[src/rtl/print_arb_pkg.sv]
// Shared definitions for the print arbiter.
//   NREQ_DEFAULT    - default number of message requesters
//   TIMEOUT_DEFAULT - default idle cycles before a granted requester is forced off
//   CNT_W           - width of the idle-timeout counter
//   arb_state_e     - arbiter FSM states
package print_arb_pkg;

    localparam int unsigned NREQ_DEFAULT    = 4;
    localparam int unsigned TIMEOUT_DEFAULT = 65535;
    localparam int unsigned CNT_W           = 17;

    typedef enum logic [1:0] {
        StIdle,
        StLock,
        StDrain
    } arb_state_e;

endpackage

[src/rtl/rr_pick.sv]
// Combinational round-robin picker.
//   req_i   - request vector
//   ptr_i   - index where the search starts (wraps N-1 -> 0)
//   pick_o  - one-hot of the first requester at or after ptr_i
//   found_o - high when any request is set
module rr_pick #(
    parameter int unsigned N    = 4,
    parameter int unsigned PtrW = 2
) (
    input  logic [N-1:0]    req_i,
    input  logic [PtrW-1:0] ptr_i,
    output logic [N-1:0]    pick_o,
    output logic            found_o
);

    logic [PtrW-1:0] idx;

    always_comb begin
        pick_o  = '0;
        found_o = 1'b0;
        idx     = '0;
        for (int unsigned k = 0; k < N; k++) begin
            idx = PtrW'((32'(ptr_i) + k) % N);
            if (!found_o && req_i[idx]) begin
                pick_o[idx] = 1'b1;
                found_o     = 1'b1;
            end
        end
    end

endmodule

[src/rtl/print_arbiter.sv]
// Arbitrates whole messages from NREQ byte requesters onto one UART transmit stream.
//   usbclk, usbrst_n     - clock, asynchronous active-low reset
//   req_valid/data/last  - per-requester byte stream (requester i on req_data[8i+7:8i])
//   req_ready            - per-requester accept (only the owner, only in LOCK)
//   tx_valid/data/ready  - registered byte stream to the transmitter
//   grant                - one-hot current owner, zero when idle
//   busy                 - high in LOCK or DRAIN
//   timeout_err, err_clr - sticky per-requester timeout flags and their clear
module print_arbiter
    import print_arb_pkg::*;
#(
    parameter int unsigned NREQ    = NREQ_DEFAULT,
    parameter int unsigned TIMEOUT = TIMEOUT_DEFAULT
) (
    input  logic              usbclk,
    input  logic              usbrst_n,
    input  logic [NREQ-1:0]   req_valid,
    input  logic [NREQ*8-1:0] req_data,
    input  logic [NREQ-1:0]   req_last,
    output logic [NREQ-1:0]   req_ready,
    output logic              tx_valid,
    output logic [7:0]        tx_data,
    input  logic              tx_ready,
    output logic [NREQ-1:0]   grant,
    output logic              busy,
    output logic [NREQ-1:0]   timeout_err,
    input  logic              err_clr
);

    localparam int unsigned      PtrW       = $clog2(NREQ);
    localparam logic [CNT_W-1:0] TimeoutCnt = CNT_W'(TIMEOUT);

    arb_state_e       state_q;
    logic [NREQ-1:0]  grant_q;
    logic [PtrW-1:0]  rr_ptr_q;
    logic             tx_valid_q;
    logic [7:0]       tx_data_q;
    logic             busy_q;
    logic [NREQ-1:0]  timeout_err_q;
    logic [CNT_W-1:0] cnt_q;

    logic [NREQ-1:0]  pick;
    logic             found;
    logic [7:0]       own_data;
    logic [PtrW-1:0]  own_idx;
    logic [PtrW-1:0]  next_ptr;
    logic             own_valid;
    logic             own_last;
    logic             slot_free;
    logic             accept;
    logic             tx_hs;
    logic             timeout_hit;
    logic [NREQ-1:0]  timeout_err_d;

    rr_pick #(
        .N    (NREQ),
        .PtrW (PtrW)
    ) u_rr_pick (
        .req_i   (req_valid),
        .ptr_i   (rr_ptr_q),
        .pick_o  (pick),
        .found_o (found)
    );

    // Owner's byte and index, decoded from the one-hot grant.
    always_comb begin
        own_data = '0;
        own_idx  = '0;
        for (int unsigned i = 0; i < NREQ; i++) begin
            if (grant_q[i]) begin
                own_data = req_data[8*i +: 8];
                own_idx  = PtrW'(i);
            end
        end
    end

    assign own_valid = |(req_valid & grant_q);
    assign own_last  = |(req_last & grant_q);
    // The output register can take a byte when empty or being emptied this cycle.
    assign slot_free = !tx_valid_q || tx_ready;
    assign req_ready = (state_q == StLock && slot_free) ? grant_q : '0;
    assign accept    = (state_q == StLock) && slot_free && own_valid;
    assign tx_hs     = tx_valid_q && tx_ready;
    assign timeout_hit = (state_q == StLock) && !accept && (cnt_q == TimeoutCnt);
    assign next_ptr  = (own_idx == PtrW'(NREQ - 1)) ? '0 : own_idx + PtrW'(1);
    // A timeout set in the same cycle as err_clr wins for its bit.
    assign timeout_err_d = (timeout_err_q & ~{NREQ{err_clr}}) | (timeout_hit ? grant_q : '0);

    always_ff @(posedge usbclk or negedge usbrst_n) begin
        if (!usbrst_n) begin
            state_q       <= StIdle;
            grant_q       <= '0;
            rr_ptr_q      <= '0;
            tx_valid_q    <= 1'b0;
            tx_data_q     <= '0;
            busy_q        <= 1'b0;
            timeout_err_q <= '0;
            cnt_q         <= '0;
        end else begin
            timeout_err_q <= timeout_err_d;

            if (accept) begin
                tx_data_q  <= own_data;
                tx_valid_q <= 1'b1;
            end else if (tx_hs) begin
                tx_valid_q <= 1'b0;
            end

            unique case (state_q)
                StIdle: begin
                    if (found) begin
                        grant_q <= pick;
                        cnt_q   <= '0;
                        busy_q  <= 1'b1;
                        state_q <= StLock;
                    end
                end
                StLock: begin
                    if (accept) begin
                        cnt_q <= '0;
                        if (own_last) begin
                            rr_ptr_q <= next_ptr;
                            state_q  <= StDrain;
                        end
                    end else if (timeout_hit) begin
                        rr_ptr_q <= next_ptr;
                        if (tx_valid_q) begin
                            state_q <= StDrain;
                        end else begin
                            grant_q <= '0;
                            busy_q  <= 1'b0;
                            state_q <= StIdle;
                        end
                    end else if (!own_valid) begin
                        cnt_q <= cnt_q + CNT_W'(1);
                    end
                end
                StDrain: begin
                    // Also leaves when the register already emptied on the entry edge.
                    if (slot_free) begin
                        grant_q <= '0;
                        busy_q  <= 1'b0;
                        state_q <= StIdle;
                    end
                end
                default: begin
                    grant_q <= '0;
                    busy_q  <= 1'b0;
                    state_q <= StIdle;
                end
            endcase
        end
    end

    assign tx_valid    = tx_valid_q;
    assign tx_data     = tx_data_q;
    assign grant       = grant_q;
    assign busy        = busy_q;
    assign timeout_err = timeout_err_q;

endmodule

[config.mk]
export PLATFORM = sky130hd
export DESIGN_NAME = print_arbiter
export DESIGN_NICKNAME = d
export VERILOG_FILES = /design/src/rtl/print_arb_pkg.sv /design/src/rtl/rr_pick.sv /design/src/rtl/print_arbiter.sv
export SDC_FILE = /design/constraint.sdc
export NUM_CORES = 1
export LEC_CHECK = 0
export ABC_AREA = 1
export CELL_PAD_IN_SITES_DETAIL_PLACEMENT = 0
export CELL_PAD_IN_SITES_GLOBAL_PLACEMENT = 2
export CORE_MARGIN = 3
export CORE_UTILIZATION = 27
export DETAILED_ROUTE_END_ITERATION = 8
export PLACE_DENSITY_LB_ADDON = 0.2
export SLEW_MARGIN = 0
export SYNTH_ARGS = -nofsm -noshare
export SYNTH_HDL_FRONTEND = slang
export SYNTH_HIERARCHICAL = 1
export SYNTH_SLANG_ARGS = --single-unit
[constraint.sdc]
create_clock -name usbclk -period 2.45 [get_ports usbclk]
set_input_delay 0.245 -clock usbclk [delete_from_list [all_inputs] [get_ports usbclk]]
set_output_delay 0.245 -clock usbclk [all_outputs]
set_load 0.02 [all_outputs]
# [After elaboration in Yosys (flattened, before gate mapping)]
# Index checks and enable logic that the tools add are counted.
[word_totals] reg_bits=39 inputBits=44 output_inout_bits=22
[classes] addsub=5 magnitude_cmp=8 eq_ne=14 muxes=63 bitwise=8 reduce_logical=28
[op_table] operator="$mux W17" count=4
[op_table] operator="$mux W4" count=11
[op_table] operator="$pmux W17 S2" count=1
[op_table] operator="$mux W8" count=4
[op_table] operator="$mux W2" count=12
[op_table] operator="$mux W1" count=20
[op_table] operator="$add A17 B1 Y17 const B" count=1
[op_table] operator="$eq A17 B16 Y1 const B" count=1
[op_table] operator="$or A4 B4 Y4" count=4
[op_table] operator="$and A4 B4 Y4" count=3
[op_table] operator="$logic_and A1 B1 Y1" count=12
[op_table] operator="$lt A2 B3 Y1 const B" count=4
[op_table] operator="$ne A2 B2 Y1 const B" count=6
[op_table] operator="$ne A3 B3 Y1 const B" count=4
[op_table] operator="$pmux W4 S3" count=1
[op_table] operator="$bmux W1 S2" count=4
[op_table] operator="$demux W1 S2" count=4
[op_table] operator="$ge A2 B1 Y1 const B" count=4
[op_table] operator="$reduce_and A4 Y1" count=2
[op_table] operator="$reduce_or A4 Y1" count=2
[op_table] operator="$pmux W2 S3" count=1
[op_table] operator="$reduce_bool A2 Y1" count=3
[op_table] operator="$logic_not A1 Y1" count=5
[op_table] operator="$reduce_and A5 Y1" count=1
[op_table] operator="9 further kinds" count=12

# [Logic depth before layout (Yosys ltp)]
# Gate-level depths: netlist (run 1).
[logic_depth] word_depth=14 ltp_mapped=17 ltp_nobuf=17

# [Modules after synthesis]
# The synthesis (run 1) kept the hierarchy.
[modules_own_cells] module="print_arbiter" instances=1 cells_each=340 area_each_um2=2391.0
[modules_own_cells] module="rr_pick" instances=1 cells_each=76 area_each_um2=419.2

# [Worst setup path after synthesis (run 1)]
# OpenSTA, ideal clock, no wires.
[synth_timing] path_type="register to register" startpoint="reg rr_ptr_q[0]" endpoint="reg cnt_q[6]" arrival_ns=2.121 required_ns=2.329 setup_slack_ns=0.208 stages_incl_launch_ff=16 path_cell_list="dfrtp_1 inv_2 ha_1 inv_1 nand3_1 o21a_1 inv_1 nand2_1 inv_1 nand2_1 nand2_1 nor2_4 nand2_4 buf_4 nand2_1 o21ai_1"
[synth_between] elab_chain_cells=14 word_cells_on_any_way=23 classes_between="3 x add/sub; 1 x eq/ne; 12 x mux; 7 x reduce/logical"
[synth_rtl] item="start: declaration" line_no="print_arbiter.sv:35" text="logic [PtrW-1:0] rr_ptr_q;"
[synth_rtl] item="start signal: assignment" line_no="print_arbiter.sv:122" text="rr_ptr_q <= next_ptr;"
[synth_rtl] item="start signal: assignment" line_no="print_arbiter.sv:126" text="rr_ptr_q <= next_ptr;"
[synth_rtl] item="parallel branches: the longest is 11 deep, another holds $add A2 B1 Y2"
[synth_rtl] item="$mux W1 *" line_no="rr_pick.sv:24" text="if (!found_o && req_i[idx]) begin"
[synth_rtl] item="via found" line_no="print_arbiter.sv:43" text="logic found;"
[synth_rtl] item="$ne A2 B2 Y1 (no source line) *"
[synth_rtl] item="$reduce_and A4 Y1 (no source line) *"
[synth_rtl] item="end signal: assignment" line_no="print_arbiter.sv:135" text="cnt_q <= cnt_q + CNT_W'(1);"
[synth_rtl] item="end: declaration" line_no="print_arbiter.sv:40" text="logic [CNT_W-1:0] cnt_q;"
# Mark *: on every way through the listed nets, which the timed path passes. The select of a mux whose other input is x is not followed.
# A chain may end at the register's enable or synchronous reset.

# [Final worst setup path (run 1)]
[layout_timing] startpoint="reg grant_q[2], in the netlist grant[2]" endpoint="out req_ready[2]"
[layout_between] elab_chain_cells=1
[layout_rtl] item="start: declaration" line_no="print_arbiter.sv:34" text="logic [NREQ-1:0] grant_q;"
[layout_rtl] item="start signal: assignment" line_no="print_arbiter.sv:112" text="grant_q <= pick;"
[layout_rtl] item="$mux W4" line_no="print_arbiter.sv:81" text="assign req_ready = (state_q == StLock && slot_free) ? grant_q : '0;"
[layout_rtl] item="end: declaration" line_no="print_arbiter.sv:20" text="output logic [NREQ-1:0] req_ready,"
# Every way passes these cells.

==> results.sh, run 1 <==
export IMPL_clock_path_buffers=2
export IMPL_grt_ovfl_total=0
export IMPL_dpl_hpwl_um=6630
export IMPL_clk_pin_slew_ns=0.09
export IMPL_finalNetCount=543
export IMPL_worstMarginPinSlew_ns=0.948
export IMPL_grt_usage=0.160
export IMPL_slew_headroom=0.368
export IMPL_dr_total_vias=2896
export IMPL_placed_area_um2=3650
export IMPL_grt_max_degree=40
export IMPL_drtPass1Iterations=4
export IMPL_yosys_warnings=6
export IMPL_wire_per_inst_um=14.1
export IMPL_synth_nets=468
export IMPL_fin_area_um2=3790
export IMPL_hold_class="in -> async"
export IMPL_htreeDepth=2
export IMPL_cts_sinks=39
export IMPL_ys_types=31
export IMPL_insertion_delay_ns=0.30
export IMPL_critPathArrivalTime_ns=1.94
export IMPL_portBuffers=65
export IMPL_drive_gt1_frac=0.104
export IMPL_drc=0
export IMPL_peakVddDrop_uv=406
export IMPL_ys_ff_latch=39
export IMPL_num_rows=36
export IMPL_fillers=1069
export IMPL_fin_crit_sh=0.892
export IMPL_critical_path_peak_fanout=14
export IMPL_slew_viol_final=0
export IMPL_antenna_found_initial=0
export IMPL_core_um2=9950
export IMPL_drt_total_wl_um=8840
export IMPL_cts_tree="done"
export IMPL_hold_viol=0
export IMPL_final_antenna_net_count=0
export IMPL_crit_chain="inv_1, nor2_1, clkdlybuf4s50_1"
export IMPL_syn2layout_area_growth_pct=35.0
export IMPL_ios=66
export IMPL_cts_buffers=5
export IMPL_end_kind="output pin"
export IMPL_cts_root_buffer_cell="clkbuf_8"
export IMPL_grtUsageMet1=0.228
export IMPL_place_congestion=0.849
export IMPL_min_period_ns=2.19
export IMPL_grtUsageMet2=0.253
export IMPL_tns_ns=0
export IMPL_grt_pass1_vias=2966
export IMPL_final_common_cell="nand2_1"
export IMPL_ys_flop_type="dfrtp_1"
export IMPL_place_ws_ns=0.168
export IMPL_critPathRequiredTime_ns=2.20
export IMPL_syn_inst=416
export IMPL_start_kind="register"
export IMPL_layout_area_seq_um2=976
export IMPL_max_stage_delay_ns=0.72
export IMPL_cts_hold_buf=0
export IMPL_max_freq_ghz=0.458
export IMPL_yosysSeqAreaShare=0.347
export IMPL_power_w=0.00373
export IMPL_status="complete, no violations"
export IMPL_via_per_inst=4.63
export IMPL_power_density_nw_per_um2=982
export IMPL_r2r_slack_ns=0.30
export IMPL_synth_edf_count=0
export IMPL_rsz0062_at_grt="false"
export IMPL_setup_ws_ns=0.265
export IMPL_die_area_um2=11700
export IMPL_cap_violations=0
export IMPL_fp_dieW_um=108
export IMPL_synth_area_um2=2810
export IMPL_reg2reg_depth=16
export IMPL_clock_skew_final_ns=0.0110
export IMPL_setup_viol=0
export IMPL_leakagePower_nw=1.68
export IMPL_antenna_cells=0
export IMPL_met3_usage=0.0257
export IMPL_cp_slowest_cell="dfrtp_1"
export IMPL_initialDrtViolationCount=164
export IMPL_synth_area_per_cell_um2=6.76
export IMPL_mostFrequentLayoutCells="nand2_1 (148), clkdlybuf4s50_1 (64), nor2_1 (39), dfrtp_1 (39)"
export IMPL_grt_busiest_layer="met2"
export IMPL_die_h_um=108
export IMPL_async_flop_share=1.00
export IMPL_initial_core_util=0.282
export IMPL_grt_pass1_wl_um=15000
export IMPL_path_class="reg -> out"
export IMPL_multi_input_comb_area_um2=1610
==> flip-flops by register name, summed over array words and instances (netlist names) <==
| name | count |
|---|---|
| cnt_q | 17 |
| tx_data | 8 |
| grant | 4 |
| timeout_err | 4 |
| rr_ptr_q | 2 |
| state_q | 2 |
| busy | 1 |
| tx_valid | 1 |
==> timing repair <==
action / CTS / global route
buffers inserted: 0 / 1
resized for setup: 0 / 1
endpoints found under the setup margin: 0 / 14
==> final timing paths <==
kind	startpoint	end
setup / recovery	grant[2]	req_ready[2]
hold / removal	usbrst_n	tx_data[2]
setup reg to reg	rr_ptr_q[1]	cnt_q[7]
hold reg to reg	busy	busy
max in group asynchronous	usbrst_n	grant[2]
min in group usbclk	busy	busy
==> per-layer routing <==
metal | share of wire | vias to the layer above
met5 | 0 | -
met4 | 0.0090 | 0
met3 | 0.056 | 8
met2 | 0.44 | 66
met1 | 0.50 | 1329
li1 | - | 1493
==> synthesized netlist by cell type, drive strengths merged (2+ instances only) <==
cell type  instances  share of area
nand3             41          0.085
nor3               4         0.0071
nand2            157           0.22
o22ai              4         0.0089
ha                 8          0.036
o21ai             29          0.057
a21oi              5         0.0089
inv               43          0.057
nand4             18          0.040
nor2              49          0.083
a31oi              4         0.0089
dfrtp             39           0.35
o21bai             3         0.0080
buf                7          0.020
clkbuf             2         0.0027
==> stage by stage <==
stage,hold WS [ns],instances,utilization
5_1_grt,0.157,625,0.381
3_3_place_gp,0.446,616,0.367
3_5_place_dp,0.451,616,0.367
4_1_cts,0.115,624,0.380
6_report,0.0814,625,0.381
2_1_floorplan,-0.0506,416,-
==> kinds of logic after synthesis <==
family | Yosys count | synth area share
adders and majority gates | 8 | 0.0356
and+or+nand+nor | 269 | 0.437
AOI/OAI and AO/OA | 47 | 0.0971
buffers and inverters | 52 | 0.0797
xor gates and xnor gates | 1 | 0.00312
DFF | 39 | 0.347
==> layout make-up <==
class                           instances  share of cell area
Multi-Input combinational cell        325               0.424
Sequential cell                        39               0.257
Timing Repair Buffer                   77               0.197
Tap cell                              133              0.0439
Inverter                               43              0.0425
Clock buffer                            6              0.0191
Clock inverter                          2              0.0158
==> critical path: cells and delay by family, from the launching register on <==
kind	cells	cell delay, ns
buf+inv	2	0.78
flops	1	0.72
simple gates	1	0.14
==> power by group <==
group | total (W) | switching, W | internal (W)
Sequential | 0.000933 | 0.000152 | 0.000781
Clock | 0.000655 | 0.000248 | 0.000408
Combinational | 0.00214 | 0.00134 | 0.000800
(Power assumes the default switching activity.)
==> run 2, diff against run 1 <==
--- a/config.mk
+++ b/config.mk
@@ -10,6 +10,7 @@
 export CELL_PAD_IN_SITES_GLOBAL_PLACEMENT = 2
 export CORE_MARGIN = 3
 export CORE_UTILIZATION = 27
+export CTS_CLUSTER_DIAMETER = 60
 export DETAILED_ROUTE_END_ITERATION = 8
 export PLACE_DENSITY_LB_ADDON = 0.2
 export SLEW_MARGIN = 0
==> results of run 2 <==
No change in the layout: final DEF, timing and power equal those of run 1.
